**src/rtl/oled_init_sequencer.sv**
```systemverilog
// ---------------------------------------------------------------------------
// oled_init_sequencer
// Walks a power-up sequence ROM for an SPI OLED panel. It pulses the panel
// reset, then offers command and data bytes to an SPI shifter, inserts the
// timed delays, and switches VBAT on when the sequence asks for it.
//
// Ports
//   clk_in      : clock, rising edge
//   reset       : synchronous active-high reset; releasing it starts a sequence
//   start       : single-cycle re-init request, honoured only when done
//   rom_addr    : address of the current sequence entry
//   rom_data    : entry at rom_addr (same cycle); [9:8] type, [7:0] payload
//   rom_last    : rom_addr holds the final entry
//   cmd_valid   : byte offered to the shifter
//   cmd_ready   : shifter accepts the byte (with cmd_valid) at a rising edge
//   cmd_data    : byte to shift
//   cmd_dc      : D/C level, 0 = command, 1 = data
//   done / busy : sequence complete / in progress (busy = !done)
//   oled_rstn   : panel reset, active-low
//   oled_vbatn  : panel VBAT enable, active-low
//   oled_csn    : panel chip select, active-low
//
// The cmd_* outputs decode the ROM word in the same cycle the address is
// presented, so they are combinational from state_q and rom_data; they are
// forced low while reset is high so no byte can be taken during an abort.
// ---------------------------------------------------------------------------
module oled_init_sequencer #(
   parameter int unsigned RST_PULSE_CYC = 16,
   parameter int unsigned DELAY_UNIT    = 1000,
   parameter int unsigned ROM_DEPTH     = 32,
   localparam int unsigned ADDR_W       = (ROM_DEPTH > 1) ? $clog2(ROM_DEPTH) : 1
) (
   input  logic              clk_in,
   input  logic              reset,
   input  logic              start,
   output logic [ADDR_W-1:0] rom_addr,
   input  logic [9:0]        rom_data,
   input  logic              rom_last,
   output logic              cmd_valid,
   input  logic              cmd_ready,
   output logic [7:0]        cmd_data,
   output logic              cmd_dc,
   output logic              done,
   output logic              busy,
   output logic              oled_rstn,
   output logic              oled_vbatn,
   output logic              oled_csn
);

   // Counter must hold the longest delay (payload 255) or the reset pulse.
   localparam int unsigned DLY_MAX = 255 * DELAY_UNIT;
   localparam int unsigned CNT_MAX = (RST_PULSE_CYC > DLY_MAX) ? RST_PULSE_CYC : DLY_MAX;
   localparam int unsigned CNT_W   = (CNT_MAX > 0) ? $clog2(CNT_MAX + 1) : 1;
   localparam int unsigned LAST_A  = (ROM_DEPTH > 0) ? ROM_DEPTH - 1 : 0;

   typedef enum logic [1:0] {
      ST_RST_PULSE = 2'd0,
      ST_SEND      = 2'd1,
      ST_DELAY     = 2'd2,
      ST_DONE      = 2'd3
   } state_t;

   state_t            state_q, state_d;
   logic [CNT_W-1:0]  cnt_q, cnt_d;
   logic [ADDR_W-1:0] addr_q, addr_d;
   logic              rstn_q, rstn_d;
   logic              vbatn_q, vbatn_d;
   logic              csn_q, csn_d;
   logic              done_q, done_d;

   logic              is_delay_c;
   logic              is_end_c;
   logic              hs_c;

   // Entry decode and handshake.
   assign is_delay_c = rom_data[9];
   assign is_end_c   = rom_last || (addr_q == ADDR_W'(LAST_A));
   assign cmd_valid  = !reset && (state_q == ST_SEND) && !is_delay_c;
   assign cmd_data   = cmd_valid ? rom_data[7:0] : 8'h00;
   assign cmd_dc     = cmd_valid ? rom_data[8] : 1'b0;
   assign hs_c       = cmd_valid && cmd_ready;

   // Next-state, counter, address and registered panel controls.
   always_comb begin
      state_d = state_q;
      cnt_d   = cnt_q;
      addr_d  = addr_q;
      vbatn_d = vbatn_q;

      unique case (state_q)
         ST_RST_PULSE: begin
            if (cnt_q <= CNT_W'(1)) begin
               state_d = ST_SEND;
               addr_d  = '0;
               cnt_d   = '0;
            end else begin
               cnt_d = cnt_q - CNT_W'(1);
            end
         end
         ST_SEND: begin
            if (is_delay_c) begin
               cnt_d   = CNT_W'(rom_data[7:0]) * CNT_W'(DELAY_UNIT);
               state_d = ST_DELAY;
               // Type 11 switches VBAT on for the whole remaining sequence.
               if (rom_data[8]) begin
                  vbatn_d = 1'b0;
               end
            end else if (hs_c) begin
               if (is_end_c) begin
                  state_d = ST_DONE;
               end else begin
                  addr_d = addr_q + ADDR_W'(1);
               end
            end
         end
         ST_DELAY: begin
            if (cnt_q == '0) begin
               if (is_end_c) begin
                  state_d = ST_DONE;
               end else begin
                  addr_d  = addr_q + ADDR_W'(1);
                  state_d = ST_SEND;
               end
            end else begin
               cnt_d = cnt_q - CNT_W'(1);
            end
         end
         ST_DONE: begin
            if (start) begin
               state_d = ST_RST_PULSE;
               cnt_d   = CNT_W'(RST_PULSE_CYC);
               addr_d  = '0;
               vbatn_d = 1'b1;
            end
         end
         default: begin
            state_d = ST_RST_PULSE;
            cnt_d   = CNT_W'(RST_PULSE_CYC);
            addr_d  = '0;
            vbatn_d = 1'b1;
         end
      endcase

      rstn_d = (state_d != ST_RST_PULSE);
      csn_d  = !((state_d == ST_SEND) || (state_d == ST_DELAY));
      done_d = (state_d == ST_DONE);
   end

   // State and output registers.
   always_ff @(posedge clk_in) begin
      if (reset) begin
         state_q <= ST_RST_PULSE;
         cnt_q   <= CNT_W'(RST_PULSE_CYC);
         addr_q  <= '0;
         rstn_q  <= 1'b0;
         vbatn_q <= 1'b1;
         csn_q   <= 1'b1;
         done_q  <= 1'b0;
      end else begin
         state_q <= state_d;
         cnt_q   <= cnt_d;
         addr_q  <= addr_d;
         rstn_q  <= rstn_d;
         vbatn_q <= vbatn_d;
         csn_q   <= csn_d;
         done_q  <= done_d;
      end
   end

   assign rom_addr   = addr_q;
   assign oled_rstn  = rstn_q;
   assign oled_vbatn = vbatn_q;
   assign oled_csn   = csn_q;
   assign done       = done_q;
   assign busy       = !done_q;

endmodule

```
**config.mk**
```make
export PLATFORM = sky130hd
export DESIGN_NAME = oled_init_sequencer
export DESIGN_NICKNAME = d
export VERILOG_FILES = /design/src/rtl/oled_init_sequencer.sv
export SDC_FILE = /design/constraint.sdc
export NUM_CORES = 1
export LEC_CHECK = 0
export ABC_AREA = 0
export CAP_MARGIN = 20
export CORE_ASPECT_RATIO = 0.7
export CORE_MARGIN = 4
export CORE_UTILIZATION = 30
export CTS_CLUSTER_SIZE = 30
export DETAILED_ROUTE_END_ITERATION = 8
export SKIP_CTS_REPAIR_TIMING = 1
export SLEW_MARGIN = 0
export SYNTH_ARGS = -nofsm -noshare
export SYNTH_HDL_FRONTEND = slang
export SYNTH_SLANG_ARGS = --single-unit
```
**constraint.sdc**
```tcl
create_clock -name clk_in -period 5.6 [get_ports clk_in]
set_input_delay 1.4 -clock clk_in [delete_from_list [all_inputs] [get_ports clk_in]]
set_output_delay 1.4 -clock clk_in [all_outputs]
set_load 0.005 [all_outputs]
```
==> results.py <==
metrics = {
    "outcome": {
        "status": "completed",
    },
    "routing": {
        "detail_route.wl_per_cell_microns": 13.75,
        "average_via_count_per_standard_cell": 5.039,
        "drt_iter0_drcs": 238,
        "drt_first_pass_iters": 4,
        "route.antenna.remaining_nets": 0,
        "dr_total_vias": 2948,
        "drt_drc_violations_left": 0,
        "postRouteWirelength_mm": 8.045,
    },
    "timing": {
        "final_critical_path_setup_slack_ns": 0.3009,
        "layout_worst_path_cycle_share": 0.9463,
        "min_period_ns": 5.299,
        "max-slew-margin-rel": 0.4392,
        "count_of_endpoints_failing_hold_in_the_final_timing_report": 0,
        "finalSetupViolCount": 0,
        "fin_worst_skew_ns": 0.005538,
        "whs_ns": 0.4787,
        "worst-slew-pin-transition_ns": 0.8395,
        "count_of_pins_over_their_slew_limit": 0,
        "max_clock_freq_ghz": 0.1887,
    },
    "place": {
        "dp_hpwl_mm": 6.472,
        "dp_worst_setup_slack_ns": -0.05774,
        "dpl_cell_area_sq_um": 3840,
        "routabilityCongestion": 0.8391,
        "io_buffer_count": 34,
    },
    "yosys": {
        "synth-main-ff-cell": "dfxtp_1",
        "synthArstFlopShare": 0,
        "synth-seq-cells": 29,
        "yosys-mux-area-fraction": 0,
        "syn_area_sq_um": 3251,
        "post_synth_num_cell_types": 52,
        "yosysWarningCount": 0,
        "syn_inst": 405,
        "synthXorXnorAreaFrac": 0.03233,
        "seq_area_frac_synth": 0.1786,
        "synth_compound_gate_area_share": 0.1728,
        "synth_edf_count": 0,
        "synth_top_family_by_area": "adder cells",
        "syn-mean-instance-area_sq_um": 8.026,
        "synth-simple-area-share": 0.2144,
        "post_synth_fa_ha_maj_area_fraction": 0.3179,
        "synth_nets": 490,
    },
    "hold_path": {
        "hp_class": "flop to flop",
        "timing.hold.worst_path_depth": 2,
        "worstHoldStart": "rom_addr[4]",
        "worst_case_hold_path_end_point": "rom_addr[4]",
    },
    "cells_and_area": {
        "fillerInstances": 1065,
        "antenna_cells_inserted": 0,
        "final_util": 0.3824,
        "drive_above_1_share": 0.08389,
        "finish.instance_area_sq_um": 4005,
        "synthToLayoutAreaGrowth_pct": 23.21,
        "nNetsFinal": 537,
    },
    "worst_setup_path": {
        "worst_setup_path_end_kind": "flop",
        "crit_path_max_fanout": 4,
        "crit_arrival_ns": 5.48,
        "startpoint_type": "input pin",
        "r2r_start": "cnt_q[7]",
        "worst-r2r-cell-count": 9,
        "worstPathRequired_ns": 5.78,
        "crit_path_class": "input pin to flop",
        "reg2reg_slack_ns": 2.69,
        "worst_r2r_endpoint": "done",
        "startpoint": "rom_data[1]",
    },
    "clock_tree": {
        "clkTransAtPathRegs_ns": 0.05,
        "clock_path_buffers": 2,
        "clock-root-buffer": "clkbuf_16",
        "clk_latency_ns": 0.28,
        "tritoncts": "yes",
        "cts_num_sinks": 29,
        "cts-htree-levels": 2,
        "numCtsBuffers": 5,
    },
    "die": {
        "design.core.area_sq_um": 10470,
        "die_area_sq_um": 12590,
        "std_cell_rows": 31,
        "die_y_microns": 95.09,
        "initial_util": 0.3104,
        "die_x_microns": 132.4,
        "ioPinCount": 35,
    },
    "global_route": {
        "grt_pass1_wl_mm": 13.77,
        "grt_pass1_vias": 2823,
        "grt_use_total": 0.1319,
        "grt_antenna_before_repair": 0,
        "gr-total-overflow": 0,
        "largest_net_degree_at_the_start_of_global_routing": 33,
    },
    "power": {
        "ir_worst_vdd_mv": 0.1435,
        "powerDensity_nw_per_um2": 461.1,
        "power.total_mw": 1.847,
        "leakage_nw": 1.765,
    },
    "job": {
        "max-cap-violations": 0,
    },
}
## cells in the mapped netlist, types with 3 or more instances
cell type	n	area, sq um
a21o_1	3	22.52
a21oi_1	30	150.1
a22oi_1	7	52.55
and2_1	5	31.28
buf_2	5	25.02
buf_4	3	22.52
clkbuf_1	5	18.77
dfxtp_1	29	580.6
fa_1	21	420.4
ha_1	49	613.1
inv_1	53	198.9
nand2_1	28	105.1
nand2b_1	8	50.05
nand3_1	7	35.03
nand3b_1	3	22.52
nand4_1	5	31.28
nor2_1	28	105.1
nor2b_1	6	37.54
nor3_1	21	105.1
nor4_1	6	37.54
o211ai_1	3	22.52
o21ai_0	26	130.1
o22ai_1	5	31.28
o32ai_1	3	26.28
or3_1	3	18.77
xnor2_1	4	35.03
xor2_1	8	70.07
## report_power, final
part           total [mW]  leakage, nW  internal [mW]  switching, mW
Sequential          0.345        0.236          0.273         0.0728
Combinational        1.22         1.45          0.523          0.697
Clock               0.281       0.0799          0.188         0.0933
## metrics by stage
step,cells,setup TNS (ns)
3_5_place_dp,577,-0.1105
3_3_place_gp,577,-0.02604
5_1_grt,585,-0.008417
4_1_cts,585,0
2_1_floorplan,405,0
6_report,585,0
## logic make-up after synthesis
| group | Yosys count |
|---|---|
| compound gates | 93 |
| fa+ha+maj | 70 |
| flops | 29 |
| simple gates | 133 |
| xor+xnor | 12 |
| buf+inv | 68 |
## per-layer routing
| layer | track usage | share of wire |
|---|---|---|
| met5 | 0 | 0 |
| met2 | 0.1957 | 0.40 |
| met4 | 0.02855 | 0.0062 |
| met3 | 0.02321 | 0.052 |
| met1 | 0.1992 | 0.54 |
## worst max-delay path, cell delays in order
cell	delay, ns
clkdlybuf4s50_1	0.49
fa_1	0.57
inv_1	0.05
fa_1	0.52
fa_1	0.44
fa_1	0.51
inv_1	0.04
ha_1	0.33
a21oi_2	0.15
o21ai_1	0.10
nand3_1	0.10
nand2_1	0.10
a21o_1	0.19
a21oi_1	0.18
xor2_1	0.09
o32ai_1	0.21
## layout make-up
cell class,instances,area [sq um],area share
Multi-Input combinational cell,308,2405,0.6004
Inverter,53,198.9,0.04967
Tap cell,132,165.2,0.04124
Clock inverter,1,5.005,0.001250
Clock buffer,7,152.6,0.03811
Timing Repair Buffer,55,498.0,0.1243
Sequential cell,29,580.6,0.1450
## flip-flops by register name, indices dropped and copies added (netlist names)
register,count
oled_csn,1
done,1
oled_vbatn,1
rom_addr,5
cnt_q,18
oled_rstn,1
state_q,2
## cells in the final DEF (no fill, tap or decap), types with 2 or more instances in the layout
master           count
o32ai_1              3
buf_4               21
o211ai_1             3
dfxtp_1             29
and3_1               2
clkbuf_8             2
a21o_1               3
nor2b_1              6
a211oi_1             2
nor3_1              21
nor4_1               6
nand4_1              5
o21ai_1              3
nand3_1              7
a22oi_1              7
nand2b_1             8
clkbuf_16            5
o21ai_0             24
clkdlybuf4s50_1     34
or3_1                3
fa_1                21
xnor2_1              4
a31oi_1              2
and2_1               5
ha_1                49
inv_1               53
or4_1                2
nor2_1              28
nand2_1             28
nand3b_1             3
nor4_2               2
a21oi_1             28
xor2_1               8
a21oi_2              3
o22ai_1              5
## worst max path at each step
stage	to	slack, ns	depth (start not counted)
after global placement	cnt_q[16]	-0.03	16
after floorplan	cnt_q[15]	0.58	15
final	cnt_q[15]	0.30	16
after detailed placement	cnt_q[16]	-0.06	16
after CTS	cnt_q[15]	0.20	16
after global routing	cnt_q[13]	-0.008	17
No activity file was read; power rests on OpenSTA's default activity.
